File: config.mk
export PLATFORM = sky130hd
export DESIGN_NAME = data_mem_access
export DESIGN_NICKNAME = d
export VERILOG_FILES = /design/src/rtl/data_mem_access.sv
export SDC_FILE = /design/constraint.sdc
export NUM_CORES = 1
export LEC_CHECK = 0
export ABC_AREA = 1
export BUFFER_PORTS_ARGS = -buffer_cell sky130_fd_sc_hd__buf_4
export CAP_MARGIN = 20
export CORE_MARGIN = 5
export CORE_UTILIZATION = 35
export DETAILED_ROUTE_END_ITERATION = 16
export GPL_TIMING_DRIVEN = 0
export SLEW_MARGIN = 20
export SYNTH_ARGS = -nofsm -noshare
export SYNTH_HDL_FRONTEND = slang
export SYNTH_SLANG_ARGS = --single-unit
File: constraint.sdc
create_clock -name clk -period 2.55 [get_ports clk]
set_input_delay 0.1275 -clock clk [delete_from_list [all_inputs] [get_ports clk]]
set_output_delay 0.1275 -clock clk [all_outputs]
set_load 0.01 [all_outputs]
File: src/rtl/data_mem_access.sv
// Load/store unit between the pipeline and a single-port word memory.
// Sub-word stores use read-modify-write; responses are one-cycle registered pulses.
module data_mem_access #(
  parameter int unsigned MEM_WORDS = 1024
) (
  input  logic        clk,
  input  logic        rst_n,
  input  logic        req_valid,
  output logic        req_ready,
  input  logic        req_we,
  input  logic [1:0]  req_size,
  input  logic        req_signed,
  input  logic [31:0] req_addr,
  input  logic [31:0] req_wdata,
  output logic        resp_valid,
  output logic [31:0] resp_rdata,
  output logic        resp_err,
  output logic        mem_we,
  output logic [31:0] mem_addr,
  output logic [31:0] mem_wdata,
  input  logic [31:0] mem_rdata
);

  typedef enum logic [2:0] {IDLE, LOAD, RMW_RD, STORE, RESP} state_t;

  state_t      r_state;
  state_t      w_next;
  logic        r_we;
  logic        r_signed;
  logic [1:0]  r_size;
  logic [1:0]  r_off;
  logic [31:0] r_addr;
  logic [31:0] r_wdata;
  logic [31:0] r_rdata;
  logic        r_err;

  logic        w_accept;
  logic        w_oob;
  logic        w_err;
  logic [7:0]  w_byte;
  logic [15:0] w_half;
  logic [31:0] w_load;
  logic [31:0] w_merged;

  assign w_accept = req_valid && (r_state == IDLE);
  assign w_oob    = ({2'b00, req_addr[31:2]} >= MEM_WORDS);
  assign w_err    = (req_size == 2'b11)
                 || ((req_size == 2'b01) && req_addr[0])
                 || ((req_size == 2'b10) && (req_addr[1:0] != 2'b00))
                 || w_oob;

  always_ff @(posedge clk or negedge rst_n) begin
    if (!rst_n) r_state <= IDLE;
    else        r_state <= w_next;
  end

  always_comb begin
    w_next = r_state;
    unique case (r_state)
      IDLE: begin
        if (w_accept) begin
          if (w_err)                   w_next = RESP;
          else if (!req_we)            w_next = LOAD;
          else if (req_size == 2'b10)  w_next = STORE;
          else                         w_next = RMW_RD;
        end
      end
      LOAD:    w_next = RESP;
      RMW_RD:  w_next = STORE;
      STORE:   w_next = RESP;
      RESP:    w_next = IDLE;
      default: w_next = IDLE;
    endcase
  end

  // Latched request; sub-word store data is widened to the merged word in RMW_RD.
  always_ff @(posedge clk or negedge rst_n) begin
    if (!rst_n) begin
      r_we     <= 1'b0;
      r_signed <= 1'b0;
      r_size   <= '0;
      r_off    <= '0;
      r_addr   <= '0;
      r_wdata  <= '0;
    end else if (w_accept) begin
      r_we     <= req_we;
      r_signed <= req_signed;
      r_size   <= req_size;
      r_off    <= req_addr[1:0];
      r_addr   <= {req_addr[31:2], 2'b00};
      r_wdata  <= req_wdata;
    end else if (r_state == RMW_RD) begin
      r_wdata  <= w_merged;
    end
  end

  always_ff @(posedge clk or negedge rst_n) begin
    if (!rst_n) begin
      r_rdata <= '0;
      r_err   <= 1'b0;
    end else begin
      r_rdata <= '0;
      r_err   <= 1'b0;
      if (w_accept && w_err) r_err   <= 1'b1;
      if (r_state == LOAD)   r_rdata <= w_load;
    end
  end

  assign w_byte = mem_rdata[{r_off, 3'b000} +: 8];
  assign w_half = r_off[1] ? mem_rdata[31:16] : mem_rdata[15:0];

  always_comb begin
    w_load = mem_rdata;
    if (r_size == 2'b00)
      w_load = r_signed ? {{24{w_byte[7]}}, w_byte} : {24'h000000, w_byte};
    else if (r_size == 2'b01)
      w_load = r_signed ? {{16{w_half[15]}}, w_half} : {16'h0000, w_half};
  end

  always_comb begin
    w_merged = mem_rdata;
    if (r_size == 2'b00)
      w_merged[{r_off, 3'b000} +: 8] = r_wdata[7:0];
    else if (r_off[1])
      w_merged[31:16] = r_wdata[15:0];
    else
      w_merged[15:0] = r_wdata[15:0];
  end

  assign req_ready  = (r_state == IDLE);
  assign resp_valid = (r_state == RESP);
  assign resp_rdata = r_rdata;
  assign resp_err   = r_err;
  assign mem_we     = (r_state == STORE) && r_we;
  assign mem_addr   = r_addr;
  assign mem_wdata  = mem_we ? r_wdata : '0;

endmodule

==> metrics.txt <==
outcome complete, no violations; clk sinks 104; skew final 0.00630 ns; initial antenna violation count 0; max cap viols 0; Synth top cells by count 320 x nand2_1, 129 x nor2_1, 104 x dfrtp_1; Simple-Gate Fraction of Synth Area 0.333; gate count of the mapped netlist 878; critical path arrival roughly 2.5 ns; final max-slew violation count 0; xor/xnor share of the synthesized area 0; via count 6,281; Worst slew margin 0.432; Initial DRC Count 424; first-pass GRT wire length 33.1 mm; Worst Path Required 2.84 ns; compound-cell area share of the yosys netlist 0.118; post-synthesis sequential area ratio 0.439; nature of the critical path startpoint register; Routed WL per cell 15.5 um; drt drc 0; synth unique cells 29; post_cts resized 0; initial core utilization 0.358; Pwr per Cell Area just under 1000 nW/um^2; Die Y-Extent 140 um; Worst path slowest cell dfrtp_1; via/cell ratio 4.67; top cell type by total area after synthesis dfrtp_1; vias in the first global route slightly above 6,000; worst ir drop on vdd between 0.4 and 0.5 mV; Final min period 2.19 ns; fin crit share 0.860; post-synthesis mux area share 0; CTS buffer count 9; Clock Path Buffers 2; TNS Setup 0 ns; Max H-tree Level 3; main combinational cell family by area after synthesis simple AND/OR/NAND/NOR gates; Critical Path Max Stage Delay roughly 0.5 ns; area share of the largest cell type after synthesis 0.439; GPL Wtd Cong between 0.8 and 0.9; Antenna Cells 0; Placed Cells approximately 1,300; final-report setup violation count 0; Core Area 16,600 sq um; Crit. End Element register; Cell Area, Synth 5930 sq um; Final #Nets 1,229; Setup Fix Bufs, Post-CTS 0; Yosys Warn Count 0; Worst-path clk slew around 0.070 ns; CP Cell Sequence inv_1 > ha_1 > nor2_1 > inv_1 > o21ai_0 > nand2_1 > nand3_1 > nand2_1 > nand2_1; clock latency on the worst-skew pair ~0.35 ns; LEAKAGE 4.65 nW; Min Hold Slack 0.0193 ns; Port Buffers 200; Synth Area in Adders 0.0105; Main synth FF type dfrtp_1; dpl hpwl 16.1 mm; Die X-Extent 140 um; Crit Path Category reg2reg; CP most frequent cell nand2_1; Non-Filler Instances around 1,300; IO Pins 203; number of synthesized register bits 104; Synth-to-Final Area Change 40.8%; unrepaired setup endpoints after global routing no; TritonCTS clock tree built; worst path bufs/invs 2; cell depth of the worst setup path 9; fraction of layout cells with a size suffix above 1 0.232; f_max 0.456 GHz; largest net degree at the start of global routing 105; post-route ant nets 0; most common cell in the netlist nand2_1; CP top delay family simple AND/OR/NAND/NOR gates; asr flop ratio synth 1.00; Clock Tree Root clkbuf_16; dominant cells by area after synthesis dfrtp_1 44%, nand2_1 20%, nor2_1 8.2%; Final Hold Violating Endpoints 0; HP Class in2reg; Reg2Reg Depth 9; # fillers 1,741; Mean Syn Cell Area slightly below 7 sq um; row cnt 47; Max FO, Critical Path 9; Worst-Margin Slew ~0.85 ns; die footprint 19,700 sq um; All-Layer GR Usage 0.212; grt ovf 0; hold path depth 3; number of synthesized flops with an enable pin 0; drt first pass iters 6; Post-Route WL 20.9 mm
power by group:
part	total, W	switching (W)	internal [W]
clock network	0.00151	0.000629	0.000882
registers	0.00256	0.000367	0.00219
logic	0.00396	0.00250	0.00146
worst reg2reg max path, stage by stage, from the launching register on:
cell     delay, ns
dfrtp_1       0.50
inv_1         0.23
ha_1          0.42
nor2_1        0.40
inv_1         0.10
o21ai_0       0.22
nand2_1       0.08
nand3_1       0.09
nand2_1       0.06
nand2_1       0.05
cells by family after synthesis:
kind of cell | Yosys count
AND/OR/NAND/NOR | 495
buffers and inverters | 142
AO/OA/AOI/OAI | 131
flip-flops | 104
adder cells (fa/ha/maj) | 5
other | 1
layer usage:
layer,up-vias,routed length [um],GRT usage
li1,3176,-,-
met1,2847,9230,0.287
met2,219,9600,0.336
met3,39,1540,0.0556
met4,0,541,0.0607
met5,-,0,0
cell usage in the layout (no fill, tap or decap), types with 3 or more instances in the layout:
cell             n
dlygate4sd3_1   32
buf_1            3
o21ai_1          9
dfrtp_1        104
a21oi_1         20
clkbuf_16        9
buf_2           16
inv_1           92
o21ai_0         84
nand2_1        320
nand3_1         30
ha_1             5
inv_2            8
clkbuf_1        12
nand2_2          4
a211oi_1         7
buf_4          203
o211ai_1        10
nor2_1         129
nand2_4          4
final timing paths:
kind,from,to,slack [ns]
max,r_off[0]$_DFFE_PN0P_,r_wdata[30]$_DFFE_PN0P_,0.36
max reg2reg,r_off[0]$_DFFE_PN0P_,r_wdata[30]$_DFFE_PN0P_,0.36
max in group asynchronous,rst_n,r_wdata[16]$_DFFE_PN0P_,1.52
min in group asynchronous,rst_n,resp_rdata[29]$_DFF_PN0_,0.44
min reg2reg,mem_addr[10]$_DFFE_PN0P_,mem_addr[10]$_DFFE_PN0P_,0.48
min,req_wdata[9],r_wdata[9]$_DFFE_PN0P_,0.02
metrics by stage:
step                power, W  cell area, sq um  utilization  worst slack (ns)
floorplan            0.00507              5940            -             0.575
CTS                  0.00808              8360        0.504            0.0462
detailed placement   0.00650              7720        0.465            0.0566
global placement     0.00647              7710        0.465            0.0651
global route         0.00878              8360        0.504            0.0901
finish               0.00803              8360        0.504             0.357
area by class of cell:
type                       count  area, sq um  share of cell area
sequential                   104         2600               0.311
tap                          220          275              0.0329
timing repair buffer         232         1830               0.219
multi-input combinational    633         2750               0.329
clock buffer                  10          239              0.0286
inverter                     102          383              0.0458
clock inverter                 5         81.3             0.00973
buffer                        39          199              0.0238
flip-flops by register name, indices dropped and copies added (netlist names):
name and count:
r_wdata 32, resp_rdata 32, mem_addr 30, r_state 3, r_off 2, r_size 2, r_signed 1, r_we 1
resp_err 1
repair_timing:
| item | CTS | global route |
|---|---|---|
| endpoints found under the setup margin | 0 | 15 |
| hold buffers | 32 | 0 |
| hold endpoints to repair | 135 | 0 |
No activity file was read; power rests on OpenSTA's default activity.
